## src/rtl/gate_pkg.sv

```systemverilog
// gate_pkg: mode encodings, sequencer state type and gate_ref expected-bit helper
package gate_pkg;
  localparam int unsigned MODE_OR = 0;
  localparam int unsigned MODE_AND = 1;
  localparam int unsigned MODE_XOR = 2;
  localparam int unsigned MODE_XNOR = 3;
  typedef enum logic [1:0] {IDLE, RUN, DONE} state_t;
  function automatic logic gate_ref(input int unsigned m, input logic a, input logic b);
    return m == MODE_OR ? a | b : m == MODE_AND ? a & b : m == MODE_XOR ? a ^ b : ~(a ^ b);
  endfunction
endpackage

```

## src/rtl/gate_op_sequencer_if.sv

```systemverilog
// gate_op_sequencer_if: vector bus m/a/b/exp with vld/rdy; master drives vectors, slave returns rdy
interface gate_op_sequencer_if #(parameter int MODE_W = 2);
  logic [MODE_W-1:0] m;
  logic a, b, exp, vld, rdy;
  modport master(output m, a, b, exp, vld, input rdy);
  modport slave(input m, a, b, exp, vld, output rdy);
endinterface

```

## src/rtl/gate_seq_idx_ctr.sv

```systemverilog
// gate_seq_idx_ctr: nested mode (inner) / operand index (outer) counter with clr, adv, next-value and wrap outputs
module gate_seq_idx_ctr #(
  parameter int MODE_W = 2,
  parameter int OPIDX_W = 2
) (
  input  logic               clk,
  input  logic               rst,
  input  logic               clr,
  input  logic               adv,
  output logic [MODE_W-1:0]  m,
  output logic [OPIDX_W-1:0] idx,
  output logic [MODE_W-1:0]  nxt_m,
  output logic [OPIDX_W-1:0] nxt_idx,
  output logic               wrap
);
  logic m_max, i_max;
  assign m_max = &m;
  assign i_max = &idx;
  always_comb begin
    nxt_m = clr ? '0 : adv ? (m_max ? '0 : m + MODE_W'(1)) : m;
    nxt_idx = clr ? '0 : (adv && m_max) ? idx + OPIDX_W'(1) : idx;
    wrap = adv && m_max && i_max;
  end
  always_ff @(posedge clk) begin
    if (rst) begin
      m <= '0;
      idx <= '0;
    end else begin
      m <= nxt_m;
      idx <= nxt_idx;
    end
  end
endmodule

```

## src/rtl/gate_op_sequencer.sv

```systemverilog
// gate_op_sequencer: sweeps every (mode,{a,b}) vector over bus (m,a,b,exp,vld / rdy) on start, stop aborts; outputs busy, done pulse, vec_cnt; GATE_SEQ_LOOP_EN repeats sweeps until stop
module gate_op_sequencer
  import gate_pkg::*;
#(
  parameter int MODE_W = 2,
  parameter int OPIDX_W = 2,
  parameter int CNT_W = 5
) (
  input  logic                clk,
  input  logic                rst,
  input  logic                start,
  input  logic                stop,
  gate_op_sequencer_if.master bus,
  output logic                busy,
  output logic                done,
  output logic [CNT_W-1:0]    vec_cnt
);
`ifdef GATE_SEQ_LOOP_EN
  localparam bit LOOP = 1'b1;
`else
  localparam bit LOOP = 1'b0;
`endif
  state_t state;
  logic vld_q, exp_q, clr, adv, wrap;
  logic [MODE_W-1:0] m_q, nxt_m;
  logic [OPIDX_W-1:0] idx_q, nxt_idx;
  assign clr = !stop && ((state == IDLE && start) || (state == DONE && LOOP));
  assign adv = state == RUN && vld_q && bus.rdy && !stop;
  gate_seq_idx_ctr #(.MODE_W(MODE_W), .OPIDX_W(OPIDX_W)) u_ctr (
    .clk(clk), .rst(rst), .clr(clr), .adv(adv),
    .m(m_q), .idx(idx_q), .nxt_m(nxt_m), .nxt_idx(nxt_idx), .wrap(wrap)
  );
  assign bus.m = m_q;
  assign bus.a = idx_q[1];
  assign bus.b = idx_q[0];
  assign bus.exp = exp_q;
  assign bus.vld = vld_q;
  always_ff @(posedge clk) begin
    if (rst) begin
      state <= IDLE;
      vld_q <= 1'b0;
      exp_q <= 1'b0;
      busy <= 1'b0;
      done <= 1'b0;
      vec_cnt <= '0;
    end else begin
      exp_q <= gate_ref(int'(nxt_m), nxt_idx[1], nxt_idx[0]);
      done <= 1'b0;
      case (state)
        IDLE: if (clr) begin
          state <= RUN;
          vld_q <= 1'b1;
          busy <= 1'b1;
          vec_cnt <= '0;
        end
        RUN: if (stop) begin
          state <= IDLE;
          vld_q <= 1'b0;
          busy <= 1'b0;
        end else if (adv) begin
          vec_cnt <= vec_cnt + CNT_W'(1);
          if (wrap) begin
            state <= DONE;
            vld_q <= 1'b0;
            busy <= 1'b0;
            done <= 1'b1;
          end
        end
        default: begin
          state <= clr ? RUN : IDLE;
          vld_q <= clr;
          busy <= clr;
          if (clr) vec_cnt <= '0;
        end
      endcase
    end
  end
endmodule
```

## src/flat_wrapper.sv

```systemverilog
// flat-port wrapper written by rule: the top's interface ports become plain ports
module gate_op_sequencer_flat import gate_pkg::*;
#(
  parameter int MODE_W = 2,
  parameter int OPIDX_W = 2,
  parameter int CNT_W = 5
)
  (clk, rst, start, stop, busy, done, vec_cnt, bus_m, bus_a, bus_b, bus_exp, bus_vld, bus_rdy);
  gate_op_sequencer_if #(.MODE_W(MODE_W)) bus_i ();
  input  logic clk;
  input  logic rst;
  input  logic start;
  input  logic stop;
  output logic busy;
  output logic done;
  output logic [CNT_W-1:0] vec_cnt;
  output wire logic [$bits(bus_i.m)-1:0] bus_m;
  output wire logic [$bits(bus_i.a)-1:0] bus_a;
  output wire logic [$bits(bus_i.b)-1:0] bus_b;
  output wire logic [$bits(bus_i.exp)-1:0] bus_exp;
  output wire logic [$bits(bus_i.vld)-1:0] bus_vld;
  input wire logic [$bits(bus_i.rdy)-1:0] bus_rdy;
  assign bus_m = bus_i.m;
  assign bus_a = bus_i.a;
  assign bus_b = bus_i.b;
  assign bus_exp = bus_i.exp;
  assign bus_vld = bus_i.vld;
  assign bus_i.rdy = bus_rdy;
  gate_op_sequencer #(.MODE_W(MODE_W), .OPIDX_W(OPIDX_W), .CNT_W(CNT_W)) u_core (.clk(clk), .rst(rst), .start(start), .stop(stop), .bus(bus_i), .busy(busy), .done(done), .vec_cnt(vec_cnt));
endmodule
```

## config.mk

```make
export PLATFORM = sky130hd
export DESIGN_NAME = gate_op_sequencer_flat
export DESIGN_NICKNAME = d
export VERILOG_FILES = /design/src/rtl/gate_pkg.sv /design/src/rtl/gate_op_sequencer_if.sv /design/src/rtl/gate_seq_idx_ctr.sv /design/src/rtl/gate_op_sequencer.sv /design/src/flat_wrapper.sv
export SDC_FILE = /design/constraint.sdc
export NUM_CORES = 1
export LEC_CHECK = 0
export ABC_AREA = 0
export BUFFER_PORTS_ARGS = -buffer_cell sky130_fd_sc_hd__clkbuf_2
export CAP_MARGIN = 20
export CORE_AREA = 2 2 40 42
export DETAILED_ROUTE_END_ITERATION = 8
export DIE_AREA = 0 0 42 44
export PLACE_DENSITY = 0.79
export SLEW_MARGIN = 0
export SYNTH_ARGS = -nofsm -noshare
export SYNTH_HDL_FRONTEND = slang
export SYNTH_SLANG_ARGS = --single-unit
```

## constraint.sdc

```tcl
create_clock -name clk -period 3.4 [get_ports clk]
set_input_delay 0.17 -clock clk [delete_from_list [all_inputs] [get_ports clk]]
set_output_delay 0.17 -clock clk [all_outputs]
set_load 0.005 [all_outputs]
```

==> Word-level counts from Yosys, hierarchy flattened <==
Cells that the tools add are included.
{ "classes": {"add_sub_neg": 3, "multipliers": 0, "n_div": 0, "order_cmp": 0, "eq_ne": 8, "shifts": 0, "n_mux": 24, "bitwise": 6, "reduce_logical": 16} }
{ "op_table": {"columns": ["operator", "n"], "rows": [
  ["2-to-1 mux 5 bit", 4],
  ["2-to-1 mux 2 bit", 9],
  ["2-to-1 mux 1 bit", 9],
  ["logical AND 1 bit", 7],
  ["inequality test 3 bit, second input constant", 2],
  ["AND reduction 3 bit", 2],
  ["adder 5 x 1 -> 5 bit, second input constant", 1],
  ["adder 2 x 1 -> 2 bit, second input constant", 2],
  ["equality test 2 x 1 -> 1 bit, second input constant", 2],
  ["zero test 2 bit", 2],
  ["inequality test 2 bit, second input constant", 2],
  ["one-hot mux 2 bit (2 select lines)", 1],
  ["AND reduction 2 bit", 2],
  ["OR reduction 4 bit", 1],
  ["NOT 1 bit", 3],
  ["equality test 2 bit, second input constant", 1],
  ["inequality test 2 x 1 -> 1 bit, second input constant", 1],
  ["one-hot mux 1 bit (2 select lines)", 1],
  ["nonzero test 2 bit", 1],
  ["AND 1 bit", 1],
  ["zero test 1 bit", 1],
  ["bitwise OR 1 bit", 1],
  ["XOR 1 bit", 1]
]} }
{ "word_totals": {"regBits": 14, "latch_bits": 0, "ramBits": 0, "rom_bits": 0, "word_cells": 64, "n_memories": 0} }

==> Depth between registers and ports, before layout <==
{ "depth": {"word_depth": 12, "depth_mapped": 10, "depth_no_buf": 9} }

==> Hierarchy <==
A second synthesis with hierarchy kept.
{ "hier_totals": {"cells_unflattened": 74, "area_unflattened_um2": 694.4} }
{ "by_module_without_submodules": {"columns": ["mod", "instances", "cells_per_inst", "area_per_inst_um2", "seq_area_each_um2"], "rows": [
  ["gate_op_sequencer", 1, 51, 462.9, 180.2],
  ["gate_seq_idx_ctr", 1, 23, 231.5, 80.1]
]} }

==> Least setup slack after synthesis <==
Ideal clock, no wire load.
{ "synth_timing": {"path_type": "register to register", "startpoint": "reg u_core.state[0]", "endpoint": "reg u_core.exp_q, in the netlist u_core.bus.exp", "setup_ns": 0.117, "t_arrival_ns": 2.084, "required_time_ns": 3.283, "path_slack_ns": 1.199, "stages_incl_launch_ff": 11, "path_buffers": 1, "period_less_slack_ns": 2.201, "cell_sequence": "dfxtp_1 and4bb_2 buf_6 nand2_1 xor2_1 or2_1 ha_1 xor2_1 nand3_1 o211ai_1 a32o_1"} }
{ "synth_between": {"elab_chain_len": 12, "elab_cells_between_ends": 22} }
{ "synth_lines": {"columns": ["item", "line", "source"], "rows": [
  ["start, declared", "gate_op_sequencer.sv:23", "state_t state;"],
  ["start signal, assigned", "gate_op_sequencer.sv:70", "state <= clr ? RUN : IDLE;"],
  ["equality test 2 x 1 -> 1 bit", "gate_op_sequencer.sv:28", "assign adv = state == RUN && vld_q && bus.rdy && !stop;"],
  ["logical AND 1 bit (3 in a row)", "gate_op_sequencer.sv:28", null],
  ["logical AND 1 bit", "gate_seq_idx_ctr.sv:21", "nxt_idx = clr ? '0 : (adv && m_max) ? idx + OPIDX_W'(1) : idx;"],
  ["2-to-1 mux 2 bit (2 in a row)", "gate_seq_idx_ctr.sv:21", null],
  ["XOR 1 bit", "gate_pkg.sv:9", "return m == MODE_OR ? a | b : m == MODE_AND ? a & b : m == MODE_XOR ? a ^ b : ~(a ^ b);"],
  ["NOT 1 bit", "gate_pkg.sv:9", null],
  ["2-to-1 mux 1 bit (2 in a row)", "gate_pkg.sv:9", null],
  ["2-to-1 mux 1 bit (*)", "gate_pkg.sv:9", null],
  ["end signal, assigned", "gate_op_sequencer.sv:47", "exp_q <= gate_ref(int'(nxt_m), nxt_idx[1], nxt_idx[0]);"],
  ["end, declared", "gate_op_sequencer.sv:24", "logic vld_q, exp_q, clr, adv, wrap;"]
]} }
Every way passes the cells marked *; elsewhere a longest branch is shown, timed or not.
A chain may end at the register's enable or synchronous reset.

==> Worst setup path after layout <==
Ends and elaborated chain as after synthesis.

==> metrics.md <==
| Metric | Value |
|---|---|
| Post-layout nets | `107` |
| Post-DP HPWL | `1040 um` |
| H-Tree Depth | `1` |
| Core area | `1420 um^2` |
| Worst Reg-to-Reg Cells | `9` |
| Hold EP | `u_core.vec_cnt[1]` |
| # rows | `14` |
| Synth top area share | `0.353` |
| Post-Synthesis Cell Area | `approximately 740 um^2` |
| CTS Root Cell | `clkbuf_4` |
| Grt ovf | `0` |
| Top post-synthesis cells by area | `dfxtp_1, ha_1, xor2_1` |
| RePlAce Congestion | `about 0.85` |
| Area grow syn2layout | `13.2%` |
| CTS tree | `done` |
| Synth Register Bits | `13` |
| Total die area | `1850 um^2` |
| Crit Path Category | `flop to flop` |
| Diode count | `0` |
| Average size of a mapped cell | `around 9.2 um^2` |
| First-pass GRT wire length | `2480 um` |
| Largest net degree at the start of global routing | `12` |
| Worst path cell trace | `and4bb_2, nand2_1, xor2_1, or2_1, ha_1, xor2_1, nand3_1, o211ai_1, a32o_1` |
| Non-Filler Instances | `roughly 110` |
| Vias in the first global route | `about 580` |
| Reg clk slew, reported paths | `approximately 0.08 ns` |
| Worst-case clock buffer depth | `2` |
| Power density over the cells | `between 300 and 400 nW/um^2` |
| Clk_lat worst skew | `0.27 ns` |
| Multi-input logic area | `432 um^2` |
| Vias per cell | `~5.8` |
| Worst hold stages | `2` |
| Post-Route WL | `1460 um` |
| Total track usage | `0.183` |
| Sinks on Clock Net | `13` |
| Worst path max stage delay | `0.48 ns` |
| FF-to-FF Start | `u_core.state[0]` |
| Critical Path AT | `2.56 ns` |
| Port bufs | `17` |
| DRT antenna net count | `0` |
| Number of CTS-inserted buffers | `3` |
| Initial Util | `0.519` |
| RSZ-0062 raised after global routing | `no` |
| Min-Delay Path Class | `input pin to flop` |
| Post-CTS Setup Inserts | `0` |
| Tcrit/Tclk final | `0.702` |
| I/O pins | `18` |
| Fillcell total | `approximately 130` |
| Die W | `42 um` |
| Slew @ Worst Pin | `~0.54 ns` |
| # hold bufs at CTS | `0` |
| FFs w/ async S/R, synth | `0` |
| Critical path fanouts, max | `11` |
| Commonest non-fill, non-tap cell in the layout | `clkbuf_2` |
| VDD IR max | `0.000290 V` |
| Remaining DRCs | `0` |
| Cells after Synth | `80` |
| WP data required | `between 3 and 4 ns` |
| Share of layout cells above drive strength 1 | `0.260` |
| Sequential fraction of the synthesis area | `0.353` |
| Antenna violations before repair | `0` |
| Post-synth EDFFs | `0` |
| DRT iter0 DRCs | `11` |
| Die Y | `between 40 and 50 um` |
| Setup TNS | `0 ns` |
| CP Launch Type | `flop` |
| Pre-Repair DR Iteration Count | `4` |
| Pins Over Slew Limit | `0` |
| WL/cell | `13.0 um` |
| Most frequent cells in the layout | `clkbuf_2, dfxtp_1, nor2_1` |
| Fin crit period | `2.39 ns` |
| Via count | `roughly 650` |
| Kind of end point of the critical path | `flop` |
| Final setup violation count | `0` |
| Reg2Reg Setup Slack | `slightly above 1 ns` |
| Register Area | `260 um^2` |
| Pleak | `0.380 nW` |
| Post-synthesis cell type count | `32` |
| Setup Skew | `between 0.0007 and 0.0008 ns` |
| Syn Nets | `90` |
| Post-CTS sizing | `0` |
| Final hold vios | `0` |
| Max_slew headroom | `0.635` |
| Maximum clock frequency | `roughly 0.42 GHz` |
| Reg2reg end | `u_core.bus.exp` |
| Post-synth top flop | `dfxtp_1` |
| Placed Cells incl. Taps | `108` |
| CP max-delay cell | `dfxtp_1` |
| Total of warnings raised by yosys | `0` |
| Most used cell, CP | `xor2_1` |
| Maxcap violations | `0` |
| Startpoint of the worst hold path | `rst` |
| Outcome | `complete, no violations` |
| Synth area leader | `dfxtp_1` |
power by group:
group / leakage [nW] / internal, mW / switching, mW
clock: 0.0150 / 0.0455 / 0.0499
sequential: 0.105 / 0.154 / 0.00233
combinational: 0.260 / 0.0109 / 0.0133
Yosys cell counts, drive strengths merged, types with 3 or more instances:
library cell	number
inv	3
buf	4
nand2	3
nand3	3
dfxtp	13
nor2	10
o21ai	4
xor2	5
ha	5
nor3	5
a21oi	4
through the flow:
stage | setup slack, ns | hold slack, ns | utilization | instance area [um^2] | power (mW)
2_1_floorplan | 1.20 | 0.383 | - | 737 | 0.177
3_3_place_gp | 1.07 | 0.467 | 0.570 | 808 | 0.183
3_5_place_dp | 1.02 | 0.468 | 0.570 | 808 | 0.184
4_1_cts | 1.00 | 0.172 | 0.588 | 835 | 0.279
5_1_grt | 0.833 | 0.181 | 0.588 | 835 | 0.291
6_report | 1.01 | 0.182 | 0.588 | 835 | 0.276
state kept, by name (all words and copies together) (netlist names):
| register | count |
|---|---|
| u_core.bus.exp | 1 |
| u_core.done | 1 |
| u_core.state | 2 |
| u_core.u_ctr.idx | 2 |
| u_core.u_ctr.m | 2 |
| u_core.vec_cnt | 5 |
metal layers:
| metal | global-route usage | up-vias | wire length, um |
|---|---|---|---|
| met5 | 0 | - | 0 |
| met4 | 0.0903 | 0 | 19 |
| met3 | 0.0750 | 2 | 96 |
| met2 | 0.297 | 29 | 733 |
| met1 | 0.210 | 295 | 606 |
| li1 | - | 323 | - |
how the worst max path moves through the flow:
stage / start / depth (start not counted) / slack, ns / end
2_1_floorplan: u_core.state[0] / 10 / 1.20 / u_core.bus.exp
5_1_grt: u_core.state[0] / 8 / 0.83 / u_core.bus.exp
4_1_cts: u_core.state[0] / 9 / 1.00 / u_core.bus.exp
3_3_place_gp: u_core.state[0] / 9 / 1.07 / u_core.bus.exp
6_report: u_core.state[0] / 9 / 1.01 / u_core.bus.exp
3_5_place_dp: u_core.state[0] / 9 / 1.02 / u_core.bus.exp
logic make-up after synthesis:
family	share of synthesized area
XOR/XNOR	0.0832
AND/OR/NAND/NOR	0.270
adder cells (fa/ha/maj)	0.0849
flip-flops	0.353
AO/OA/AOI/OAI	0.148
buffers and inverters	0.0611
final cells by class:
cell class | count | area share
Multi-Input combinational cell | 59 | 0.517
Tap cell | 16 | 0.0240
Timing Repair Buffer | 17 | 0.102
Sequential cell | 13 | 0.312
Inverter | 3 | 0.0135
Clock buffer | 4 | 0.0315
worst max-delay path, delay by kind of cell (launching register included):
kind / cells / cell delay [ns]
adders and majority gates: 1 / 0.33
xor gates and xnor gates: 2 / 0.33
DFF: 1 / 0.48
and+or+nand+nor: 4 / 0.82
AOI/OAI and AO/OA: 2 / 0.32
Power figures use the tool's default switching activity.
